===== config.mk =====
export PLATFORM = sky130hd
export DESIGN_NAME = uart_tx_cfg
export DESIGN_NICKNAME = d
export VERILOG_FILES = /design/src/rtl/uart_pkg.sv /design/src/rtl/sync_fifo.sv /design/src/rtl/uart_tx_cfg.sv
export SDC_FILE = /design/constraint.sdc
export NUM_CORES = 1
export LEC_CHECK = 0
export ABC_CLOCK_PERIOD_IN_PS = 3000
export BUFFER_PORTS_ARGS = -buffer_cell sky130_fd_sc_hd__buf_2
export CAP_MARGIN = 20
export CORE_UTILIZATION = 25
export CTS_CLUSTER_DIAMETER = 50
export DETAILED_ROUTE_END_ITERATION = 12
export MAX_ROUTING_LAYER = met4
export PLACE_DENSITY_LB_ADDON = 0.25
export SYNTH_ARGS = -nofsm -noshare
export SYNTH_HDL_FRONTEND = slang
export SYNTH_SLANG_ARGS = --single-unit

===== constraint.sdc =====
create_clock -name clk -period 3 [get_ports clk]
set_input_delay 0.3 -clock clk [delete_from_list [all_inputs] [get_ports clk]]
set_output_delay 0.3 -clock clk [all_outputs]
set_load 0.01 [all_outputs]

===== src/rtl/uart_pkg.sv =====
// uart_pkg: shared parity constants, TX state type and configuration helpers
// for the buffered UART transmitter.
package uart_pkg;

    localparam int PARITY_NONE = 0;
    localparam int PARITY_ODD  = 1;
    localparam int PARITY_EVEN = 2;

    typedef enum logic [2:0] {S_IDLE, S_START, S_DATA, S_PARITY, S_STOP} tx_state_e;

    function automatic int baud_div(input int clock_freq, input int baud_rate);
        return clock_freq / baud_rate;
    endfunction

    function automatic bit cfg_legal(input int clock_freq, input int baud_rate, input int data_bits,
                                     input int parity, input int stop_bits, input int fifo_depth);
        return baud_div(clock_freq, baud_rate) >= 2 && data_bits >= 5 && data_bits <= 9 &&
               parity >= PARITY_NONE && parity <= PARITY_EVEN && stop_bits >= 1 && stop_bits <= 2 &&
               fifo_depth >= 2 && (fifo_depth & (fifo_depth - 1)) == 0;
    endfunction

endpackage


===== src/rtl/sync_fifo.sv =====
// sync_fifo: power-of-two FIFO with a level counter; read data follows the
// read pointer so the head word is valid in the same cycle it is popped.
module sync_fifo #(
    parameter int WIDTH = 8,
    parameter int DEPTH = 16
) (
    input  logic                   clk,
    input  logic                   reset_n,
    input  logic                   push_i,
    input  logic                   pop_i,
    input  logic [WIDTH-1:0]       wdata_i,
    output logic [WIDTH-1:0]       rdata_o,
    output logic [$clog2(DEPTH):0] level_o,
    output logic                   empty_o
);
    localparam int AW = $clog2(DEPTH);
    localparam int LW = AW + 1;

    logic [WIDTH-1:0] mem_q [DEPTH];
    logic [AW:0]      wr_ptr_q, rd_ptr_q;
    logic [LW-1:0]    level_q;
    logic             full, push_ok, pop_ok;

    // The extra pointer bit separates full from empty when the addresses match.
    assign full    = (wr_ptr_q[AW] != rd_ptr_q[AW]) && (wr_ptr_q[AW-1:0] == rd_ptr_q[AW-1:0]);
    assign empty_o = wr_ptr_q == rd_ptr_q;
    assign push_ok = push_i && !full;
    assign pop_ok  = pop_i && !empty_o;
    assign rdata_o = mem_q[rd_ptr_q[AW-1:0]];
    assign level_o = level_q;

    always_ff @(posedge clk or negedge reset_n) begin
        if (!reset_n) begin
            wr_ptr_q <= '0;
            rd_ptr_q <= '0;
            level_q  <= '0;
        end else begin
            if (push_ok) wr_ptr_q <= wr_ptr_q + 1'b1;
            if (pop_ok) rd_ptr_q <= rd_ptr_q + 1'b1;
            level_q <= level_q + LW'(push_ok) - LW'(pop_ok);
        end
    end

    always_ff @(posedge clk) begin
        if (push_ok) mem_q[wr_ptr_q[AW-1:0]] <= wdata_i;
    end

endmodule


===== src/rtl/uart_tx_cfg.sv =====
// uart_tx_cfg: buffered UART transmitter with parameterised data width, parity
// and stop bits; queued frames go out back-to-back with no idle gap.
module uart_tx_cfg
    import uart_pkg::*;
#(
    parameter int CLOCK_FREQ = 50000000,
    parameter int BAUD_RATE  = 115200,
    parameter int DATA_BITS  = 8,
    parameter int PARITY     = 0,
    parameter int STOP_BITS  = 1,
    parameter int FIFO_DEPTH = 16
) (
    input  logic                        clk,
    input  logic                        reset_n,
    input  logic [DATA_BITS-1:0]        s_data,
    input  logic                        s_valid,
    output logic                        s_ready,
    output logic                        tx,
    output logic                        busy,
    output logic [$clog2(FIFO_DEPTH):0] fifo_level
);
    localparam int BAUD_DIV = baud_div(CLOCK_FREQ, BAUD_RATE);
    localparam int BW       = $clog2(BAUD_DIV);
    localparam int CW       = $clog2(DATA_BITS);
    localparam int LW       = $clog2(FIFO_DEPTH) + 1;
    localparam logic [BW-1:0] BAUD_LAST = BW'(BAUD_DIV - 1);
    localparam logic [CW-1:0] DATA_LAST = CW'(DATA_BITS - 1);
    localparam logic [CW-1:0] STOP_LAST = CW'(STOP_BITS - 1);
    localparam logic [LW-1:0] DEPTH_L   = LW'(FIFO_DEPTH);

    if (!cfg_legal(CLOCK_FREQ, BAUD_RATE, DATA_BITS, PARITY, STOP_BITS, FIFO_DEPTH)) begin : g_bad_cfg
        $error("uart_tx_cfg: illegal parameter combination");
    end

    tx_state_e            state_q;
    logic [BW-1:0]        baud_q;
    logic [CW-1:0]        bit_q;
    logic [DATA_BITS-1:0] shift_q, rdata;
    logic                 parity_q, tx_q, empty, pop, baud_end, stop_end;

    assign baud_end = baud_q == BAUD_LAST;
    assign stop_end = state_q == S_STOP && baud_end && bit_q == STOP_LAST;
    // Popping on the last stop cycle lets the next start bit begin on the following edge.
    assign pop      = !empty && (state_q == S_IDLE || stop_end);
    assign s_ready  = fifo_level < DEPTH_L;
    assign busy     = state_q != S_IDLE || fifo_level != '0;
    assign tx       = tx_q;

    sync_fifo #(.WIDTH(DATA_BITS), .DEPTH(FIFO_DEPTH)) u_fifo (
        .clk     (clk),
        .reset_n (reset_n),
        .push_i  (s_valid && s_ready),
        .pop_i   (pop),
        .wdata_i (s_data),
        .rdata_o (rdata),
        .level_o (fifo_level),
        .empty_o (empty)
    );

    always_ff @(posedge clk or negedge reset_n) begin
        if (!reset_n) begin
            state_q  <= S_IDLE;
            baud_q   <= '0;
            bit_q    <= '0;
            shift_q  <= '0;
            parity_q <= 1'b0;
            tx_q     <= 1'b1;
        end else begin
            baud_q <= (state_q == S_IDLE || baud_end) ? '0 : baud_q + 1'b1;
            if (pop) begin
                state_q  <= S_START;
                shift_q  <= rdata;
                parity_q <= ^rdata ^ (PARITY == PARITY_ODD);
                bit_q    <= '0;
                tx_q     <= 1'b0;
            end else if (baud_end) begin
                case (state_q)
                    S_START: begin
                        state_q <= S_DATA;
                        tx_q    <= shift_q[0];
                        shift_q <= shift_q >> 1;
                    end
                    S_DATA: begin
                        if (bit_q == DATA_LAST) begin
                            state_q <= PARITY != PARITY_NONE ? S_PARITY : S_STOP;
                            tx_q    <= PARITY != PARITY_NONE ? parity_q : 1'b1;
                            bit_q   <= '0;
                        end else begin
                            bit_q   <= bit_q + 1'b1;
                            tx_q    <= shift_q[0];
                            shift_q <= shift_q >> 1;
                        end
                    end
                    S_PARITY: begin
                        state_q <= S_STOP;
                        tx_q    <= 1'b1;
                    end
                    S_STOP: begin
                        if (bit_q == STOP_LAST) state_q <= S_IDLE;
                        else bit_q <= bit_q + 1'b1;
                    end
                    default: state_q <= S_IDLE;
                endcase
            end
        end
    end

endmodule


# Yosys cells after proc, flatten, opt, wreduce, memory -nomap -nowiden
# Memory sizes are Yosys's and may differ from the RTL's.
# Cells that the tools add are included.
[totals]
ram_bits = 128
wordCells = 74
memories = 1
inputBits = 11
out_inout_bits = 8
reg_bits = 39
[memory_table]
columns = ["memory", "depth", "word_bits", "read_ports", "rd_clocked_by_memory_dff", "write_ports", "line_no", "text"]
rows = [
  ["u_fifo.mem_q", 16, 8, 1, 0, 1, "sync_fifo.sv:19", "logic [WIDTH-1:0] mem_q [DEPTH];"],
]
[op_classes]
order_cmp = 1
n_reduce_logical = 24
n_eq_ne = 13
mux = 21
add_sub_neg = 6
[ops]
columns = ["cell", "n"]
rows = [
  ["$mux W3", 8],
  ["$mux W8", 3],
  ["$pmux W8 S2", 1],
  ["$pmux W3 S4", 1],
  ["$add A5 B1 Y5 const B", 2],
  ["$add A9 B1 Y9 const B", 1],
  ["$eq A9 B9 Y1 const B", 1],
  ["$mux W9", 1],
  ["$ne A3 B2 Y1 const B", 3],
  ["$reduce_and A3 Y1", 3],
  ["$reduce_bool A3 Y1", 3],
  ["$logic_and A1 B1 Y1", 7],
  ["$eq A3 B2 Y1 const B", 2],
  ["$eq A3 B3 Y1 const B", 2],
  ["$logic_not A3 Y1", 2],
  ["$pmux W3 S2", 1],
  ["$add A5 B1 Y5", 1],
  ["$eq A5 B5 Y1", 1],
  ["$lt A5 B5 Y1 const B", 1],
  ["$mux W1", 5],
  ["$reduce_bool A5 Y1", 1],
  ["$sub A5 B1 Y5", 1],
  ["$eq A4 B4 Y1", 1],
  ["$reduce_bool A4 Y1", 1],
  ["9 further kinds", 12],
]

# Logic depth before layout (Yosys ltp)
[depth]
word_depth = 7
ltp_mapped = 17
ltp_nobuf = 16

# Hierarchy
# A second synthesis with hierarchy kept.
[unflattened]
cells_unflattened = 451
hier_area_um2 = 7235.7
[modules_own_cells]
columns = ["mod", "seq_area_each_um2", "area_per_inst_um2", "cells_each", "n_inst"]
rows = [
  ["sync_fifo", 4219.0, 5926.9, 327, 1],
  ["uart_tx_cfg", 601.8, 1308.8, 124, 1],
]

# Least setup slack after synthesis
# OpenSTA, ideal clock, no wires.
[synth_timing]
path_kind = "reg-to-reg"
startpoint = "register u_fifo.rd_ptr_q[1]"
endpoint = "register u_fifo.level_q[4] (netlist: u_fifo.level_o[4])"
required_time_ps = 2875
stages_incl_launch_ff = 17
setup_time_ps = 125
period_less_slack_ps = 2845
n_path_buf = 2
arrival_ps = 2720
path_slack_ps = 155
cell_sequence = "dfrtp_1 -> clkbuf_1 -> xnor2_1 -> nand4_1 -> o211ai_1 -> inv_1 -> buf_2 -> ha_1 -> inv_1 -> ha_1 -> inv_1 -> fa_1 -> inv_1 -> a21oi_1 -> nor2_1 -> nor2_1 -> xnor2_1"
[synth_between]
word_cells_on_any_way = 10
cone_classes = "2 x add/sub; 2 x eq/ne; 6 x reduce/logical"
[synth_rtl]
columns = ["element", "line_no", "text"]
rows = [
  ["from (decl)", "sync_fifo.sv:20", "logic [AW:0] wr_ptr_q, rd_ptr_q;"],
  ["from (signal assigned)", "sync_fifo.sv:39", "if (pop_ok) rd_ptr_q <= rd_ptr_q + 1'b1;"],
  ["$eq A5 B5 Y1 (*)", "sync_fifo.sv:26", "assign empty_o = wr_ptr_q == rd_ptr_q;"],
  ["$logic_not A1 Y1 (*)", "sync_fifo.sv:28, uart_tx_cfg.sv:44", ""],
  ["$logic_and A1 B1 Y1", "uart_tx_cfg.sv:44", "assign pop = !empty && (state_q == S_IDLE || stop_end);"],
  ["$logic_and A1 B1 Y1 (*)", "sync_fifo.sv:28", "assign pop_ok = pop_i && !empty_o;"],
  ["via u_fifo.pop_ok", "sync_fifo.sv:22", "logic full, push_ok, pop_ok;"],
  ["$sub A5 B1 Y5 (*)", "sync_fifo.sv:40", "level_q <= level_q + LW'(push_ok) - LW'(pop_ok);"],
  ["to (signal assigned)", "sync_fifo.sv:40", ""],
  ["to (decl)", "sync_fifo.sv:21", "logic [LW-1:0] level_q;"],
]
# The timed path passes the listed nets; every way through them passes the cells marked *.
# A chain may end at the register's enable or synchronous reset.

# Final worst setup path
[layout_timing]
startpoint = "register baud_q[1]"
endpoint = "register u_fifo.level_q[4] (netlist: u_fifo.level_o[4])"
[layout_between]
elab_chain_cells = 7
[layout_rtl]
columns = ["element", "line_no", "text"]
rows = [
  ["from (decl)", "uart_tx_cfg.sv:36", "logic [BW-1:0] baud_q;"],
  ["from (signal assigned)", "uart_tx_cfg.sv:69", "baud_q <= (state_q == S_IDLE || baud_end) ? '0 : baud_q + 1'b1;"],
  ["$eq A9 B9 Y1", "uart_tx_cfg.sv:41", "assign baud_end = baud_q == BAUD_LAST;"],
  ["$logic_and A1 B1 Y1 (2 in series)", "uart_tx_cfg.sv:42", "assign stop_end = state_q == S_STOP && baud_end && bit_q == STOP_LAST;"],
  ["$logic_or A1 B1 Y1", "uart_tx_cfg.sv:44", ""],
  ["$logic_and A1 B1 Y1", "uart_tx_cfg.sv:44", ""],
  ["$logic_and A1 B1 Y1", "sync_fifo.sv:28", ""],
  ["$sub A5 B1 Y5", "sync_fifo.sv:40", ""],
]
# Every way passes these cells.

==> impl_metrics.py <==
metrics = {
    "power": {
        "power_per_cell_area_mw_per_mm2": 684,
        "leakage_nw": 2.92,
        "peakVddDrop_mv": 0.414,
        "power_mw": 5.64,
    },
    "final_layout": {
        "finalInstanceArea_mm2": 0.00824,
        "drive_gt1_share_pct": 23.5,
        "final_nets": 496,
        "area_growth_pct": 17.0,
        "num_antenna_cells": 0,
    },
    "synth": {
        "netlist_instances": 434,
        "synth-seq-area-share_pct": 68.5,
        "synth_common_cells": "edfxtp_1, dfrtp_1, mux4_2, nor2_1, nand2_1",
        "yosys_warnings": 0,
        "ys_ff_latch": 167,
        "syn-cell-area_mm2": 0.00704,
        "ys_top_cells_by_area": "edfxtp_1, dfrtp_1, mux4_2",
        "synth_nets": 462,
        "synthFlopType": "edfxtp_1",
        "synth_cell_types": 44,
        "yosysTopAreaCell": "edfxtp_1",
        "muxShareOfSynthArea_pct": 11.5,
        "yosys.area.top_type_share_pct": 54.6,
        "synth-adder-area-share_pct": 3.13,
        "avgSynthCellArea_um2": 16.2,
        "synth_edf_count": 128,
        "synth-compound-area-share_pct": 4.32,
        "synthXorXnorAreaFrac_pct": 3.11,
        "synth_top_family_by_area": "multiplexers",
        "synth-simple-area-share_pct": 6.77,
        "yosysMostFrequentCell": "edfxtp_1",
        "postSynth.asyncResetShare_pct": 23.4,
    },
    "sta": {
        "finClkSkew_ns": 0.0114,
        "hold_slack_ns": -0.00547,
        "rsz0062_at_grt": "no",
        "fin_tns_setup_ns": 0,
        "min_period_ns": 2.70,
        "slew_viol_final": 0,
        "setup_viol": 0,
        "period_share_pct": 90.1,
        "relSlewSlack_pct": 31.3,
        "finalWorstSetupSlack_ns": 0.298,
        "fmax_mhz": 370,
        "tightest_slew_ns": 1.02,
        "hold_violations": 2,
    },
    "routing": {
        "drt_iter0_markers": 175,
        "routed_wl_um": 14300,
        "post-route-drc-count": 0,
        "viasPerCell": 4.24,
        "postRouteAntennaNets": 0,
        "dr.pass1.iters": 5,
        "routedWlPerCell_um": 16.6,
        "route.vias.total": 3641,
    },
    "placed_design": {
        "numPortBuffers": 18,
        "dpl.hpwl_um": 9300,
        "pre_cts_ws_ns": 0.230,
        "dpl_cell_area_mm2": 0.00764,
        "routabilityCongestion": 0.779,
    },
    "critical_path": {
        "crit_chain": "inv_1, ha_1, nand4b_1, o41ai_2, o211ai_1, inv_1, ha_1, inv_1, ha_1, inv_1, fa_1, inv_1, a21oi_1, nor2_1, nor2_1, xnor2_1",
        "crit_path_end_kind": "flip-flop",
        "crit_buf_inv": 5,
        "path_delay_family": "adder cells",
        "crit_top_cell": "inv_1",
        "crit_slowest_cell": "dfrtp_1",
        "cp.arrival_ns": 3.01,
        "crit_path_start_kind": "flip-flop",
        "cp.required_ns": 3.31,
        "worstPathMaxFanout": 4,
        "max_stage_delay_ns": 0.41,
        "path_class": "reg2reg",
    },
    "cts": {
        "postCtsHoldBufs": 0,
        "cts_tree": "built",
        "htree_levels": 4,
        "root_buffer": "clkbuf_16",
        "worstSkewPairLatency_ns": 0.43,
        "clkTransAtPathRegs_ns": 0.07,
        "cts_buffer_depth": 2,
        "cts.sinks": 167,
        "cts_inserted_buffers": 17,
    },
    "global_routing": {
        "grt_pass1_vias": 3916,
        "antenna_found_initial": 0,
        "grt_pass1_wl_um": 22600,
        "grt_usage_pct": 11.0,
        "grt_overflow": 0,
        "grt_max_degree": 40,
    },
    "die": {
        "die_h_um": 170,
        "initial_core_util_pct": 25.4,
        "fp.dieW_um": 170,
        "fp-row-count": 61,
        "io_pins": 19,
        "core_mm2": 0.0277,
        "dieArea_mm2": 0.0288,
    },
    "status": {
        "violations": "hold timing",
        "status": "finished, violations left",
    },
    "worst_hold_path": {
        "hold_class": "in2async",
    },
    "flow_run": {
        "drv_cap": 0,
    },
}
## cell usage in the layout, fill, tap and decap left out, drive strengths merged, types with 2 or more instances in the layout
| cell type | instances |
|---|---|
| nand3 | 7 |
| nor2 | 29 |
| mux2i | 8 |
| ha | 16 |
| clkbuf | 17 |
| nor3 | 8 |
| clkinv | 6 |
| nand3b | 2 |
| xor2 | 9 |
| edfxtp | 128 |
| inv | 31 |
| and3 | 2 |
| clkinvlp | 2 |
| nor2b | 4 |
| nand2 | 28 |
| a21oi | 7 |
| o41ai | 2 |
| buf | 36 |
| o31ai | 2 |
| a22oi | 16 |
| nand4 | 2 |
| dfrtp | 38 |
| mux4 | 32 |
| nand2b | 3 |
| xnor2 | 16 |
| and4 | 2 |
| and2 | 5 |
| o21ai | 10 |
## kinds of logic (layout without fill, tap and decap cells)
kind of cell	count (synthesis)	count (layout)
AND/OR/NAND/NOR	97	97
AO/OA/AOI/OAI	42	42
XOR/XNOR	25	25
flip-flops	167	167
buffers and inverters	45	92
multiplexers	41	41
adder cells (fa/ha/maj)	17	17
## state kept, by name (all words and copies together), names as in the netlist
register,count
baud_q,9
bit_q,3
shift_q,8
state_q,3
tx,1
u_fifo.level_o,5
u_fifo.mem_q,128
u_fifo.rd_ptr_q,5
u_fifo.wr_ptr_q,5
## power by group
part	switching [mW]	total [mW]	internal [mW]	leakage, nW
registers	0.106	2.79	2.68	1.63
logic	0.425	0.725	0.300	1.00
clock network	1.01	2.13	1.11	0.282
total	1.54	5.64	4.09	2.92
## stage by stage
step                utilization (%)  hold WS (ns)  cells
floorplan                         -       0.00441    434
global placement               27.6         0.477    827
detailed placement             27.6         0.492    827
CTS                            29.7        0.0338    859
global route                   29.7        0.0669    859
finish                         29.7      -0.00547    859
## per-layer routing
| layer | GRT usage [%] | wire [µm] | vias up |
|---|---|---|---|
| li1 | - | - | 1697 |
| met1 | 13.5 | 6370 | 1866 |
| met2 | 17.7 | 7190 | 60 |
| met3 | 2.12 | 501 | 18 |
| met4 | 4.50 | 214 | 0 |
| met5 | - | 0 | - |
## repair_timing
| action | CTS | global route |
|---|---|---|
| setup buffers | 0 | 0 |
| endpoints found under the setup margin | 0 | 1 |
| resized for setup | 0 | 1 |
## area by class of cell
| type | count | area, µm² |
|---|---|---|
| multi-input cells | 222 | 2040 |
| clock buffers | 17 | 425 |
| clock inverters | 15 | 163 |
| fillers | 2772 | 19500 |
| inverters | 24 | 90.1 |
| repair buffers | 36 | 225 |
| well taps | 378 | 473 |
| flip-flops and latches | 167 | 4820 |
## path summary, 6_finish.rpt
check                           start                  to  slack, ns  depth (start not counted)
setup / recovery            baud_q[1]   u_fifo.level_o[4]       0.30                         16
hold / removal                reset_n   u_fifo.level_o[4]     -0.005                          1
setup reg to reg            baud_q[1]   u_fifo.level_o[4]       0.30                         16
hold reg to reg            shift_q[0]                  tx       0.51                          2
max in group asynchronous     reset_n  u_fifo.rd_ptr_q[0]       2.38                          1
min in group clk            s_data[3]  u_fifo.mem_q[9][3]       0.26                          1
(Power assumes the default switching activity.)
